`src/rtl/post_process_if.sv`:
```
// Avalon-ST style streaming bundle: sink modport for consumers, src modport for producers.
interface avalonST #(
    parameter int DATA_WIDTH = 64
);
    localparam int EMPTY_W = $clog2(DATA_WIDTH / 8);

    logic                  valid;
    logic                  ready;
    logic                  sop;
    logic                  eop;
    logic                  error;
    logic [EMPTY_W-1:0]    empty;
    logic [DATA_WIDTH-1:0] data;

    modport sink (input valid, sop, eop, error, empty, data, output ready);
    modport src  (output valid, sop, eop, error, empty, data, input ready);
endinterface

```
`src/rtl/post_process.sv`:
```
// Strips the routing header beat from each NoC packet, reports source/sequence,
// checks per-source sequence continuity and forwards the payload through a skid stage.
module post_process #(
    parameter int DATA_WIDTH = 64,
    parameter int NOC_RADIX  = 16,
    parameter int CHECK_SEQ  = 1
) (
    input  logic                            clk,
    input  logic                            reset,
    avalonST.sink                           in,
    avalonST.src                            out,
    output logic                            hdr_valid,
    output logic [3:0]                      hdr_src,
    output logic [32-$clog2(NOC_RADIX)-1:0] hdr_seq,
    output logic                            seq_err,
    output logic                            proto_err
);
    localparam int SEQ_W   = 32 - $clog2(NOC_RADIX);
    localparam int IDX_W   = $clog2(NOC_RADIX);
    localparam int EMPTY_W = $clog2(DATA_WIDTH / 8);

    typedef enum logic {HDR = 1'b0, PAYLOAD = 1'b1} state_t;

    typedef struct packed {
        logic                  sop;
        logic                  eop;
        logic                  error;
        logic [EMPTY_W-1:0]    empty;
        logic [DATA_WIDTH-1:0] data;
    } beat_t;

    state_t             state_reg, state_next;
    logic               first_beat_reg, first_beat_next;
    logic               ready_en_reg;
    logic               in_ready;

    logic               accept;
    logic               hdr_take;
    logic               fwd;
    logic               stray;
    logic               src_bad;
    logic               seq_mismatch;
    logic               proto_next;
    logic               out_free;

    logic [3:0]         src_w;
    logic [SEQ_W-1:0]   seq_w;
    logic [SEQ_W-1:0]   seq_exp;
    logic [IDX_W-1:0]   idx;
    beat_t              in_beat;

    logic               out_valid_reg;
    beat_t              out_beat_reg;
    logic               skid_valid_reg;
    beat_t              skid_beat_reg;

    logic [SEQ_W-1:0]   seq_tbl_reg [NOC_RADIX];

    logic               hdr_valid_reg;
    logic               seq_err_reg;
    logic               proto_err_reg;
    logic [3:0]         hdr_src_reg;
    logic [SEQ_W-1:0]   hdr_seq_reg;

    // Header field extraction; the sequence number is stored bit-reversed on the wire.
    assign src_w = in.data[DATA_WIDTH-2 -: 4];

    genvar gi;
    generate
        for (gi = 0; gi < SEQ_W; gi++) begin : g_seq_bits
            assign seq_w[gi] = in.data[DATA_WIDTH-6-gi];
        end
    endgenerate

    assign idx     = IDX_W'(src_w);
    assign src_bad = (32'(src_w) >= 32'(NOC_RADIX));
    assign seq_exp = seq_tbl_reg[idx];

    // ready_en_reg keeps the sink closed for the first cycle after reset.
    assign in_ready = ready_en_reg && !skid_valid_reg && !reset;
    assign out_free = !out_valid_reg || out.ready;

    // FSM: state register
    always_ff @(posedge clk) begin
        if (reset) begin
            state_reg      <= HDR;
            first_beat_reg <= 1'b0;
            ready_en_reg   <= 1'b0;
        end else begin
            state_reg      <= state_next;
            first_beat_reg <= first_beat_next;
            ready_en_reg   <= 1'b1;
        end
    end

    // FSM: next-state logic; any sop beat restarts packet framing regardless of state
    always_comb begin
        state_next      = state_reg;
        first_beat_next = first_beat_reg;
        if (hdr_take) begin
            state_next      = in.eop ? HDR : PAYLOAD;
            first_beat_next = !in.eop;
        end else if (fwd) begin
            first_beat_next = 1'b0;
            if (in.eop) begin
                state_next = HDR;
            end
        end
    end

    // FSM: output decode
    always_comb begin
        accept       = in.valid && in_ready;
        hdr_take     = accept && in.sop;
        fwd          = accept && !in.sop && (state_reg == PAYLOAD);
        stray        = accept && !in.sop && (state_reg == HDR);
        proto_next   = stray || (hdr_take && (in.eop || (state_reg == PAYLOAD) || src_bad));
        seq_mismatch = hdr_take && !src_bad && (CHECK_SEQ != 0) && (seq_w != seq_exp);
        in_beat.sop   = first_beat_reg;
        in_beat.eop   = in.eop;
        in_beat.error = in.error;
        in_beat.empty = in.empty;
        in_beat.data  = in.data;
    end

    // Expected-next sequence per source; always resynchronises to the received value.
    always_ff @(posedge clk) begin
        if (reset) begin
            for (int i = 0; i < NOC_RADIX; i++) begin
                seq_tbl_reg[i] <= '0;
            end
        end else if (hdr_take && !src_bad && (CHECK_SEQ != 0)) begin
            seq_tbl_reg[idx] <= seq_w + SEQ_W'(1);
        end
    end

    always_ff @(posedge clk) begin
        if (reset) begin
            hdr_valid_reg <= 1'b0;
            seq_err_reg   <= 1'b0;
            proto_err_reg <= 1'b0;
            hdr_src_reg   <= '0;
            hdr_seq_reg   <= '0;
        end else begin
            hdr_valid_reg <= hdr_take;
            seq_err_reg   <= seq_mismatch;
            proto_err_reg <= proto_next;
            if (hdr_take) begin
                hdr_src_reg <= src_w;
                hdr_seq_reg <= seq_w;
            end
        end
    end

    // Output register plus skid: the skid only fills when a beat lands on a stalled output,
    // and in_ready is already low whenever the skid holds data.
    always_ff @(posedge clk) begin
        if (reset) begin
            out_valid_reg  <= 1'b0;
            out_beat_reg   <= '0;
            skid_valid_reg <= 1'b0;
            skid_beat_reg  <= '0;
        end else if (out_free) begin
            if (skid_valid_reg) begin
                out_valid_reg  <= 1'b1;
                out_beat_reg   <= skid_beat_reg;
                skid_valid_reg <= 1'b0;
            end else if (fwd) begin
                out_valid_reg <= 1'b1;
                out_beat_reg  <= in_beat;
            end else begin
                out_valid_reg <= 1'b0;
            end
        end else if (fwd) begin
            skid_valid_reg <= 1'b1;
            skid_beat_reg  <= in_beat;
        end
    end

    assign in.ready  = in_ready;
    assign out.valid = out_valid_reg;
    assign out.sop   = out_beat_reg.sop;
    assign out.eop   = out_beat_reg.eop;
    assign out.error = out_beat_reg.error;
    assign out.empty = out_beat_reg.empty;
    assign out.data  = out_beat_reg.data;

    assign hdr_valid = hdr_valid_reg;
    assign hdr_src   = hdr_src_reg;
    assign hdr_seq   = hdr_seq_reg;
    assign seq_err   = seq_err_reg;
    assign proto_err = proto_err_reg;
endmodule

```
`src/flat_wrapper.sv`:
```
// flat-port wrapper written by rule: the top's interface ports become plain ports
module post_process_flat 
#(
    parameter int DATA_WIDTH = 64,
    parameter int NOC_RADIX  = 16,
    parameter int CHECK_SEQ  = 1
)
  (clk, reset, hdr_valid, hdr_src, hdr_seq, seq_err, proto_err, in_valid, in_sop, in_eop, in_error, in_empty, in_data, in_ready, out_valid, out_sop, out_eop, out_error, out_empty, out_data, out_ready);
  avalonST #(.DATA_WIDTH(DATA_WIDTH)) in_i ();
  avalonST #(.DATA_WIDTH(DATA_WIDTH)) out_i ();
  input  logic clk;
  input  logic reset;
  output logic hdr_valid;
  output logic [3:0] hdr_src;
  output logic [32-$clog2(NOC_RADIX)-1:0] hdr_seq;
  output logic seq_err;
  output logic proto_err;
  input wire logic [$bits(in_i.valid)-1:0] in_valid;
  input wire logic [$bits(in_i.sop)-1:0] in_sop;
  input wire logic [$bits(in_i.eop)-1:0] in_eop;
  input wire logic [$bits(in_i.error)-1:0] in_error;
  input wire logic [$bits(in_i.empty)-1:0] in_empty;
  input wire logic [$bits(in_i.data)-1:0] in_data;
  output wire logic [$bits(in_i.ready)-1:0] in_ready;
  output wire logic [$bits(out_i.valid)-1:0] out_valid;
  output wire logic [$bits(out_i.sop)-1:0] out_sop;
  output wire logic [$bits(out_i.eop)-1:0] out_eop;
  output wire logic [$bits(out_i.error)-1:0] out_error;
  output wire logic [$bits(out_i.empty)-1:0] out_empty;
  output wire logic [$bits(out_i.data)-1:0] out_data;
  input wire logic [$bits(out_i.ready)-1:0] out_ready;
  assign in_i.valid = in_valid;
  assign in_i.sop = in_sop;
  assign in_i.eop = in_eop;
  assign in_i.error = in_error;
  assign in_i.empty = in_empty;
  assign in_i.data = in_data;
  assign in_ready = in_i.ready;
  assign out_valid = out_i.valid;
  assign out_sop = out_i.sop;
  assign out_eop = out_i.eop;
  assign out_error = out_i.error;
  assign out_empty = out_i.empty;
  assign out_data = out_i.data;
  assign out_i.ready = out_ready;
  post_process #(.DATA_WIDTH(DATA_WIDTH), .NOC_RADIX(NOC_RADIX), .CHECK_SEQ(CHECK_SEQ)) u_core (.clk(clk), .reset(reset), .in(in_i), .out(out_i), .hdr_valid(hdr_valid), .hdr_src(hdr_src), .hdr_seq(hdr_seq), .seq_err(seq_err), .proto_err(proto_err));
endmodule
```
`config.mk`:
```
export PLATFORM = sky130hd
export DESIGN_NAME = post_process_flat
export DESIGN_NICKNAME = d
export VERILOG_FILES = /design/src/rtl/post_process_if.sv /design/src/rtl/post_process.sv /design/src/flat_wrapper.sv
export SDC_FILE = /design/constraint.sdc
export NUM_CORES = 1
export LEC_CHECK = 0
export CAP_MARGIN = 10
export CORE_MARGIN = 2
export CORE_UTILIZATION = 35
export CTS_BUF_LIST = sky130_fd_sc_hd__clkbuf_8
export DETAILED_ROUTE_END_ITERATION = 16
export PLACE_DENSITY = 0.6
export SYNTH_ARGS = -nofsm -noshare
export SYNTH_HDL_FRONTEND = slang
export SYNTH_SLANG_ARGS = --single-unit
```
`constraint.sdc`:
```
create_clock -name clk -period 4.3 [get_ports clk]
set_input_delay 0.86 -clock clk [delete_from_list [all_inputs] [get_ports clk]]
set_output_delay 0.86 -clock clk [all_outputs]
set_load 0.01 [all_outputs]
```
# Word-level counts from Yosys, hierarchy flattened
# Memory sizes are Yosys's and may differ from the RTL's.
# Cells that the tools add are included.
# totals
regBits,180
latch_bits,0
ram_bits,448
romBits,0
inputBits,74
out_inout_bits,107
word_cells,69
memories,1
# classes
addsub,1
multipliers,0
div_mod_pow,0
magnitude_cmp,0
eq_ne,1
n_shift,0
mux,19
bitwise_logic,2
n_reduce_logical,25
# memory_table
name,words,word_bits,read_ports,rd_ports_with_merged_regs,wr,line_no,rtl
u_core.seq_tbl_reg,16,28,1,0,16,post_process.sv:57,logic [SEQ_W-1:0] seq_tbl_reg [NOC_RADIX];
# op_table
cell,n
$mux 70,2
$add 28x1->28 const B,1
$mux 28,1
$ne 28x28->1,1
$reduce_or 28->1,1
$mux 1,15
$logic_and 1x1->1,9
$reduce_and 2->1,3
$reduce_bool 2->1,3
$logic_not 1->1,5
$mux 4,1
$logic_or 1x1->1,3
$not 1->1,2
$reduce_or 2->1,1

# Depth between registers and ports, before layout
# depth
depth_word,10
ltp_mapped,12
mapped_depth_nobuf,8

# Worst setup path before layout
# Ideal clock, no wire load.
# synth_timing
path_type,input to register
start,input in_data[59]
end,"memory u_core.seq_tbl_reg[14][0] in the netlist's numbering, enable pin"
setup_ps,385
t_arrival_ps,3218
required_ps,3915
setup_slack_ps,697
cell_stages,11
path_buffers,8
path_cell_list,buf_6 -> buf_6 -> buf_8 -> buf_6 -> buf_4 -> buf_2 -> nor3_1 -> nand3_1 -> buf_2 -> buf_1 -> nand2_1
# synth_lines
item,line_no,rtl
"start, declared",flat_wrapper.sv:23,input wire logic [$bits(in_i.data)-1:0] in_data;
"end, declared",post_process.sv:57,

# Worst setup path in the final report
# layout_timing
start,input in_data[59]
end,"register u_core.seq_err_reg, in the netlist u_core.seq_err"
# layout_between
elab_chain_cells,3
# layout_lines
item,line_no,rtl
$mem_v2 16x28,-,
$ne 28x28->1,post_process.sv:118,seq_mismatch = hdr_take && !src_bad && (CHECK_SEQ != 0) && (seq_w != seq_exp);
$logic_and 1x1->1,post_process.sv:118,
"end signal, assigned",post_process.sv:146,seq_err_reg <= seq_mismatch;
"end, declared",post_process.sv:60,logic seq_err_reg;
# No other way between the ends.
# A chain may end at the register's enable or synchronous reset.

==> reports/qor.txt <==
Setup slack, reg-to-reg: 1.18 ns
IO buf count: 180
Hold Path Depth: 2
Final Cycle Share: 0.726
Total GRT Usage: 0.210
GR Overflow Total: 0
FF-to-FF Start: u_core.skid_valid_reg
Finished Cell Area: 32300 sq um
Max FFs per register: 448
Largest net degree at the start of global routing: 97
Synth unique cells: 60
Largest vdd supply drop: 0.212 mV
Commonest non-fill, non-tap cells in the layout: nor2_1, edfxtp_1, nand2_1, dfxtp_1, clkdlybuf4s50_1
Worst skew pair latency: 0.71 ns
RSZ-0062 raised after global routing: no
CP required: 4.87 ns
Clock Skews: 0.0176 ns
I/O pin cnt: 181
Layout overhead on the synthesized area: 18.6%
Setup TNS: 0 ns
Clock Sinks: 628
H-tree Lvls: 3
Post-synth EDFFs: 448
Die height: 283 um
Core box area: 77200 sq um
Max Cap Viol: 0
Initial antenna violation count: 4
Synth Warn #: 0
Endpoint type of the worst setup path: flip-flop
Share of layout cells above drive strength 1: 0.149
Max Root-Sink Buffers: 3
Synth Instances: 2279
Max Slew Vio Count: 0
Final net count: 2561
Final setup viols: 0
Crit path cell chain: buf_6, nor2b_2, a22oi_1, a211oi_1, nor4bb_1, or3b_2, nor4_1, a31oi_1
Remaining antenna violation count: 0
RD Place Congestion: 0.885
Power per standard cell area: 382 nW/um^2
Post-synth top flop: edfxtp_1
Syn_area_per_cell: 11.9 sq um
Tmin final: 3.12 ns
Post-synth ARST share: 0
F_max: 320 MHz
Avg WL per Cell: 23.6 um
CP startpoint kind: input pin
Post-CTS setup repair buffer count: 0
Synth Net Count: 2354
Hold WC Path Type: flip-flop to flip-flop
Most common cell after layout, fill and taps aside: nor2_1
Hold endpoint: u_core.hdr_seq[27]
Worst-path clk slew: 0.07 ns
CTS tree: yes
Die area: 79900 sq um
Reg2Reg Depth: 9
Status: finished clean
Crit Reg-Reg Endpoint: u_core.seq_tbl_reg[11][18]
Measured slew at the worst slew-check pin: 1.25 ns
Vias in the first global route: 19200
Critical-path maximum fanout: 28
Post-DP Area: 30400 sq um
Cts hold-fix bufs: 0
DR pass1 iterations: 5
Critical path arrival: 3.70 ns
Hold Crit Start: u_core.hdr_seq[27]
Seq cells post-synth: 628
Initial Utilization: 0.352
DP HPWL: 52400 um
Slew headroom: 0.162
Root Buffer: clkbuf_8
WS Path Type: input pin to flip-flop
Seq/Total Area, Yosys: 0.627
Synth Cell Area: 27200 sq um
Post-cts resize count: 0
Final hold vios: 0
Residual DRC: 0
Die extent in x: 283 um
Total Wirelength: 85300 um
Leak: 11.4 nW
Num CTS Buffers: 103
Final hold slack: 0.453 ns
DR iter-0 viols: 2037
Drt via density: 5.40
Global-route wire length before repair: 124000 um
CP max stage delay: 1.01 ns
CP max stage cell: nor2b_2
Site Rows: 102
Via count: 19500
[layout make-up]
| class | count | area, sq um |
|---|---|---|
| clock inverter | 78 | 320 |
| antenna | 1 | 2.50 |
| multi-input combinational | 1431 | 9150 |
| fill | 7226 | 45000 |
| inverter | 7 | 26.3 |
| timing repair buffer | 315 | 2900 |
| sequential | 628 | 17100 |
| clock buffer | 109 | 1500 |
| tap | 1040 | 1300 |
[synthesized netlist by cell type (13+ instances only)]
library cell	n	area [sq um]
a211oi_1	75	563
nor3_1	13	65.1
mux2i_1	120	1200
nor2_1	548	2060
a21oi_1	112	561
o21ai_0	20	100
nand4_1	13	81.3
dfxtp_1	180	3600
buf_2	45	225
xnor2_1	30	263
nand2_1	260	976
mux4_2	95	2140
clkbuf_1	132	495
buf_1	16	60.1
edfxtp_1	448	13500
xor2_1	17	149
nand3_1	20	100
[kinds of logic after synthesis]
group | share of synthesized area
muxes | 0.130
adders and majority gates | 0.000460
AOI/OAI and AO/OA | 0.0547
DFF | 0.627
xor gates and xnor gates | 0.0151
and+or+nand+nor | 0.136
buffers and inverters | 0.0365
[where the power goes]
part           internal [mW]  total [mW]  switching (mW)
Combinational          0.371        1.01           0.636
Clock                   2.33        4.70            2.37
Sequential              6.59        6.62          0.0359
[metal layers]
metal  wire length (um)  vias up  GRT usage
met2              39600     1033      0.338
met4               3170        4     0.0799
met3               9380      222     0.0588
met5                 23        -          0
li1                   -     8516          -
met1              33100     9699      0.269
[per-stage QoR]
| step | total power, mW | worst slack (ns) | util | cells |
|---|---|---|---|---|
| after floorplan | 7.29 | 0.697 | - | 2279 |
| after global placement | 7.72 | 0.574 | 0.394 | 3421 |
| after detailed placement | 7.74 | 0.539 | 0.394 | 3421 |
| after CTS | 12.4 | 1.22 | 0.418 | 3608 |
| after global routing | 12.7 | 1.02 | 0.418 | 3608 |
| final | 12.3 | 1.18 | 0.418 | 3609 |
[worst max path at each step]
| stage | startpoint | slack, ns | depth (start not counted) | endpoint |
|---|---|---|---|---|
| 2_1_floorplan | in_data[59] | 0.70 | 11 | u_core.seq_tbl_reg[14][0] |
| 3_5_place_dp | in_data[59] | 0.54 | 9 | u_core.seq_err |
| 4_1_cts | u_core.skid_valid_reg | 1.22 | 9 | u_core.seq_tbl_reg[9][18] |
| 6_report | in_data[59] | 1.18 | 8 | u_core.seq_err |
| 5_1_grt | u_core.skid_valid_reg | 1.02 | 9 | u_core.seq_tbl_reg[11][25] |
| 3_3_place_gp | in_data[59] | 0.57 | 9 | u_core.seq_err |
[critical path, delay by kind of cell]
kind,cells,cell delay (ns)
AOI/OAI and AO/OA,3,0.69
buffers and inverters,1,0.21
and+or+nand+nor,4,1.89
Note: power is estimated with default switching activity, not from simulation.
